## src/rtl/instr_encoder_loader.sv

```systemverilog
// instr_encoder_loader: packs field-level RV32I descriptors into words and writes them to consecutive imem addresses.
// Optional immediate range checking is enabled by defining LOADER_IMM_RANGECHECK_EN.
module instr_encoder_loader #(
   parameter int ADDR_W    = 10,
   parameter int BASE_ADDR = 0
) (
   input  logic              clk,
   input  logic              rst,
   input  logic              start,
   input  logic              in_valid,
   output logic              in_ready,
   input  logic [2:0]        in_fmt,
   input  logic [6:0]        in_opcode,
   input  logic [4:0]        in_rd,
   input  logic [4:0]        in_rs1,
   input  logic [4:0]        in_rs2,
   input  logic [2:0]        in_funct3,
   input  logic [6:0]        in_funct7,
   input  logic [31:0]       in_imm,
   input  logic              in_last,
   output logic              mem_we,
   output logic [ADDR_W-1:0] mem_addr,
   output logic [31:0]       mem_wdata,
   output logic              busy,
   output logic              done,
   output logic              err,
   output logic [ADDR_W:0]   count
);
   typedef enum logic [1:0] {IDLE, ACCEPT, WRITE, DONE} state_t;
   state_t            state;
   logic [ADDR_W-1:0] ptr;
   logic              last_q;
   logic [31:0]       word;
   logic              fmt_bad;
   logic              rng_bad;

   assign word =
      in_fmt == 3'd0 ? {in_funct7, in_rs2, in_rs1, in_funct3, in_rd, in_opcode} :
      in_fmt == 3'd1 ? {in_imm[11:0], in_rs1, in_funct3, in_rd, in_opcode} :
      in_fmt == 3'd2 ? {in_imm[11:5], in_rs2, in_rs1, in_funct3, in_imm[4:0], in_opcode} :
      in_fmt == 3'd3 ? {in_imm[12], in_imm[10:5], in_rs2, in_rs1, in_funct3, in_imm[4:1], in_imm[11], in_opcode} :
      in_fmt == 3'd4 ? {in_imm[31:12], in_rd, in_opcode} :
      in_fmt == 3'd5 ? {in_imm[20], in_imm[10:1], in_imm[11], in_imm[19:12], in_rd, in_opcode} :
      32'h0000_0013;
   assign fmt_bad = in_fmt > 3'd5;

`ifdef LOADER_IMM_RANGECHECK_EN
   logic sx12, sx13, sx21;
   assign sx12 = in_imm[31:11] == {21{in_imm[11]}};
   assign sx13 = in_imm[31:12] == {20{in_imm[12]}};
   assign sx21 = in_imm[31:20] == {12{in_imm[20]}};
   assign rng_bad =
      (in_fmt == 3'd1 || in_fmt == 3'd2) ? !sx12 :
      in_fmt == 3'd3 ? (!sx13 || in_imm[0]) :
      in_fmt == 3'd4 ? |in_imm[11:0] :
      in_fmt == 3'd5 ? (!sx21 || in_imm[0]) :
      1'b0;
`else
   assign rng_bad = 1'b0;
`endif

   assign in_ready = state == ACCEPT;
   assign mem_we   = state == WRITE;
   assign busy     = state == ACCEPT || state == WRITE;
   assign done     = state == DONE;

   always_ff @(posedge clk or posedge rst) begin
      if (rst) begin
         state     <= IDLE;
         ptr       <= '0;
         last_q    <= 1'b0;
         mem_addr  <= '0;
         mem_wdata <= '0;
         count     <= '0;
         err       <= 1'b0;
      end else begin
         case (state)
            IDLE, DONE: if (start) begin
               ptr   <= ADDR_W'(BASE_ADDR);
               count <= '0;
               err   <= 1'b0;
               state <= ACCEPT;
            end
            ACCEPT: if (in_valid) begin
               mem_addr  <= ptr;
               mem_wdata <= word;
               last_q    <= in_last;
               err       <= err | fmt_bad | rng_bad;
               state     <= WRITE;
            end
            WRITE: begin
               count <= count + 1'b1;
               // the all-ones address is the last slot; running past it without in_last is an overflow
               if (last_q || &ptr) begin
                  state <= DONE;
                  if (!last_q) err <= 1'b1;
               end else begin
                  ptr   <= ptr + 1'b1;
                  state <= ACCEPT;
               end
            end
            default: state <= IDLE;
         endcase
      end
   end
endmodule

```

## config.mk

```make
export PLATFORM = sky130hd
export DESIGN_NAME = instr_encoder_loader
export DESIGN_NICKNAME = d
export VERILOG_FILES = /design/src/rtl/instr_encoder_loader.sv
export SDC_FILE = /design/constraint.sdc
export NUM_CORES = 1
export LEC_CHECK = 0
export BUFFER_PORTS_ARGS = -buffer_cell sky130_fd_sc_hd__buf_2
export CELL_PAD_IN_SITES_DETAIL_PLACEMENT = 2
export CELL_PAD_IN_SITES_GLOBAL_PLACEMENT = 2
export CORE_MARGIN = 1
export CORE_UTILIZATION = 31
export CTS_CLUSTER_SIZE = 14
export DETAILED_ROUTE_END_ITERATION = 10
export HOLD_SLACK_MARGIN = 0.05
export PLACE_DENSITY = 0.91
export SETUP_SLACK_MARGIN = 0.02
export SYNTH_ARGS = -nofsm -noshare
export SYNTH_HDL_FRONTEND = slang
export SYNTH_SLANG_ARGS = --single-unit
export TNS_END_PERCENT = 5
```

## constraint.sdc

```tcl
create_clock -name clk -period 6.15 [get_ports clk]
set_clock_uncertainty 0.15 [all_clocks]
set_input_delay 1.845 -clock clk [delete_from_list [all_inputs] [get_ports clk]]
set_output_delay 1.845 -clock clk [all_outputs]
set_load 0.05 [all_outputs]
```

### Word level (Yosys, flattened, before mapping)

Index checks and enable logic that the tools add are counted.

| cells by class | value |
|---|---|
| add/subtract/negate cells | 2 |
| multiply operators | 0 |
| div/mod/pow operators | 0 |
| $lt $le $gt $ge | 1 |
| equality and inequality tests | 13 |
| shift operators | 0 |
| muxes and demuxes | 20 |
| bitwise gates (word level) | 1 |
| reduce and logical (&&, ||, !) cells | 12 |

Operator list:

| operator | count |
|---|---|
| $mux 32 | 6 |
| $pmux 11 s2 | 1 |
| $mux 10 | 2 |
| $pmux 10 s2 | 1 |
| $add 11x1->11 const B | 1 |
| $mux 11 | 1 |
| $add 10x1->10 const B | 1 |
| $reduce_and 10->1 | 1 |
| $ne 2x2->1 const B | 4 |
| $eq 3x2->1 const B | 2 |
| $eq 3x3->1 const B | 2 |
| $mux 2 | 3 |
| $pmux 2 s3 | 1 |
| $reduce_and 2->1 | 3 |
| $eq 2x2->1 const B | 2 |
| $mux 1 | 4 |
| $reduce_and 4->1 | 1 |
| $eq 3x1->1 const B | 1 |
| $gt 3x3->1 const B | 1 |
| $logic_not 3->1 | 1 |
| $pmux 1 s3 | 1 |
| $reduce_and 3->1 | 1 |
| $eq 2x1->1 const B | 1 |
| $logic_not 2->1 | 1 |
| other kinds (5) | 6 |

| word-level totals | value |
|---|---|
| register bits after elaboration | 67 |
| latch bits | 0 |
| memory bits (writable) | 0 |
| memory bits (read-only) | 0 |
| bits of input ports | 72 |
| output and inout port bits | 58 |
| memories | 0 |

### Longest topological paths before layout

| logic depth | value |
|---|---|
| word-level depth | 7 |
| gate-level depth with buffers | 7 |
| depth with buffers taken out | 6 |

### Least setup slack after synthesis

No wires, ideal clock.

| timing path | value |
|---|---|
| path kind | reg2out |
| from | reg state[0] |
| to | out busy |
| arrival | 1182 ps |
| path slack | 2973 ps |
| stages on the path, launching flop included | 5 |
| path through | dfrtp_1 inv_1 ha_1 buf_6 inv_1 |

| between the ends | value |
|---|---|
| word-level cells in the longest chain between the ends | 2 |

Ends and longest elaborated chain:

| what | line | RTL |
|---|---|---|
| from (decl) | 30 | `state_t state;` |
| from (signal assigned) | 69 | `state <= IDLE;` |
| from (signal assigned) | 82 | `state <= ACCEPT;` |
| from (signal assigned) | 89 | `state <= WRITE;` |
| $eq 2x1->1 or $eq 2x2->1 (tied branches) | 64 | `assign busy = state == ACCEPT \|\| state == WRITE;` |
| $logic_or 1x1->1 * | 64 |  |
| to (decl) | 24 | `output logic busy,` |

Every way passes the cells marked *; elsewhere a longest branch is shown, timed or not.

### Worst setup path after layout

Same ends and word-level chain as after synthesis.

==> impl_metrics.json <==
{
  "layout.nets": 546,
  "cts_resized": 0,
  "cts_tree": "done",
  "cts.clk_slew.worst_paths_ns": 0.07,
  "path_common_cell": "inv_1",
  "reg2reg_from": "state[1]",
  "vdd_drop_max_v": 0.0002352,
  "first_pass_iters": 4,
  "min_from": "mem_addr[8]",
  "first_iter_violations": 72,
  "hold_path.class": "reg -> reg",
  "crit_arrival_ns": 1.65,
  "rsz0062_at_grt": "no",
  "sequentialPowerShare_pct": 32.8,
  "drt-total-wl_mm": 10.84,
  "grt_pass1_vias": 3409,
  "crit_chain": "inv_1 > ha_1 > inv_1 > buf_2",
  "min_path_cells": 2,
  "reg2reg_slack_ns": 3.73,
  "min_to": "mem_addr[8]",
  "final-setup-viol-count": 0,
  "status": "finished clean",
  "drive_above_1_share_pct": 32.91,
  "power_density_mw_per_mm2": 474.9,
  "required_ns": 4.16,
  "syn_inst": 346,
  "cts_hold_buf": 0,
  "grt_overflow": 0,
  "avgSynthCellArea_um2": 9.662,
  "syn-num-nets": 424,
  "cp_slowest_cell": "dfrtp_1",
  "netlist_area_mm2": 0.003343,
  "power.leakage_nw": 2.087,
  "worstReg2RegEnd": "mem_wdata[4]",
  "hold-worst-slack_ns": 0.3197,
  "core_mm2": 0.01037,
  "areaGrowthSynthToFinish_pct": 27.73,
  "fmax_mhz": 274.5,
  "post-cts-setup-buffers": 0,
  "cts_max_level": 3,
  "die_y_um": 105.9,
  "viasPerCell": 5.329,
  "ant_nets": 0,
  "clockBufferDepth": 2,
  "hold_viol_final": 0,
  "diodes": 0,
  "crit_type": "reg -> out",
  "hpwlAfterDp_mm": 8.172,
  "fp.dieW_um": 105.9,
  "post-route-drc-count": 0,
  "portBuffers": 129,
  "gp_congestion": 0.7879,
  "synth_ff_type": "dfrtp_1",
  "clk-insertion-delay-late_ns": 0.34,
  "start_util_pct": 32.24,
  "p_int_mw": 1.008,
  "tightest_slew_ns": 1.140,
  "worstPathMaxFanout": 7,
  "io_pins": 130,
  "finalSetupTns_ns": 0,
  "swShare_pct": 50.29,
  "num_rows": 37,
  "yosysWarnings": 0,
  "startpoint_type": "flop",
  "grt_use_total_pct": 20.25,
  "finalNonFillerCells": 607,
  "grt_max_degree": 68,
  "cts_sinks": 67,
  "grt_pass1_wl_mm": 17.57,
  "synthArstFlopShare_pct": 100.0,
  "antenna_found_initial": 1,
  "critPathMaxStageDelay_ns": 0.43,
  "clock_power_share_pct": 17.5,
  "yosys.cell_types.count": 46,
  "slew_viol_final": 0,
  "synth-seq-cells": 67,
  "slew_headroom_pct": 23.75,
  "cap_violations": 0,
  "finalCriticalPeriod_ns": 3.643,
  "reg2reg_depth": 6,
  "wl_per_cell_um": 17.86,
  "period_share_pct": 59.23,
  "place_inst": 593,
  "power_frac_comb_pct": 49.7,
  "cts_buffers": 9,
  "end_kind": "primary output",
  "seq_area_frac_synth_pct": 50.15,
  "die_area_mm2": 0.01120,
  "switchingPower_mw": 1.020,
  "dr_total_vias": 3235,
  "synth_edf_count": 0,
  "cts-root-buf": "clkbuf_8"
}
[critical path, delay by kind of cell (launching register included)]
family	cells	cell delay, ns
adder cells (fa/ha/maj)	1	0.41
buffers and inverters	3	0.47
flip-flops	1	0.43
[per-stage QoR]
stage               power (mW)  utilization [%]  instance area (um^2)  worst slack [ns]
global placement         1.653            39.43                  4089             2.602
finish                   2.028            41.18                  4270             2.507
CTS                      2.055            41.18                  4270             2.477
detailed placement       1.691            39.43                  4089             2.563
global route             2.140            41.18                  4270             2.411
floorplan                1.419                -                  3343             2.472
[worst max-delay path by stage]
stage | slack (ns) | startpoint | cells past startpoint | end
after floorplan | 2.47 | rst | 1 | count[0]
after global placement | 2.60 | in_valid | 5 | mem_wdata[1]
after detailed placement | 2.56 | in_valid | 5 | mem_wdata[4]
after CTS | 2.48 | state[0] | 4 | busy
after global routing | 2.41 | state[0] | 3 | mem_we
final | 2.51 | state[0] | 4 | busy
[power groups by stage]
stage | Sequential [mW] | Clock (mW) | Combinational [mW]
floorplan | 1.06 | 0 | 0.360
global placement | 0.663 | 0 | 0.990
detailed placement | 0.670 | 0 | 1.02
CTS | 0.667 | 0.366 | 1.02
global route | 0.682 | 0.385 | 1.07
finish | 0.665 | 0.354 | 1.01
[metal layers]
metal  share of wire [%]  vias up  track usage (%)
met5                0.12        -                0
met4                 1.5        2            6.845
met3                 5.9       16            5.009
met2                  51      112            35.57
met1                  42     1601            24.01
li1                    -     1504                -
[flip-flops by register name (all words and copies together) (netlist names)]
register	flops
err	1
ptr	10
last_q	1
mem_addr	10
count	11
mem_wdata	32
state	2
[logic make-up after synthesis]
family	Yosys count	synth area share, %
compound gates	95	21.00
xor+xnor	6	1.572
fa+ha+maj	6	2.245
buf+inv	29	3.668
flops	67	50.15
mux	9	2.956
simple gates	134	18.41
[layout by cell type (no fill, tap or decap), types with 2 or more instances in the layout]
cell,netlist,routed
clkbuf_8,0,10
inv_1,8,7
xor2_1,3,3
nand4_1,3,3
or4_1,6,6
o22a_1,3,3
nor4_1,2,2
or3_1,3,3
mux2i_1,5,5
nand3_1,7,7
nor2_1,42,42
buf_2,2,129
clkinv_2,0,2
o21a_1,6,6
ha_1,6,6
a22o_1,10,10
xnor2_1,3,3
o221ai_1,6,6
a22oi_1,16,16
and3_1,3,3
o31ai_1,6,6
nor3_1,4,4
a221oi_1,14,14
buf_4,1,3
dfrtp_1,67,67
nand4_2,2,2
nand2b_1,2,2
o21ai_1,6,6
mux2_2,3,3
o21ai_0,8,8
a21oi_1,14,14
nand2_1,54,54
[synth_stat cells, drive strengths merged (6+ instances only)]
cell    number  area [um^2]
dfrtp       67         1677
o31ai        6        45.04
a22oi       16        120.1
buf          6        36.29
o21ai       14        70.07
nand2       54        202.7
ha           6        75.07
o21a         6        45.04
clkbuf      15        56.30
o221ai       6        52.55
inv          8        30.03
a221oi      14        122.6
a22o        10        87.58
or4          6        45.04
nor2        42        157.7
nand3        8        45.04
a21oi       14        70.07
[final cells by class]
cell class / instances / area, um^2
fill: 1194 / 6100
timing repair buffer: 132 / 668.1
clock inverter: 3 / 40.04
tap: 136 / 170.2
multi-input combinational: 250 / 1544
inverter: 8 / 30.03
sequential: 67 / 1677
clock buffer: 11 / 141.4
No activity file was read; power rests on OpenSTA's default activity.
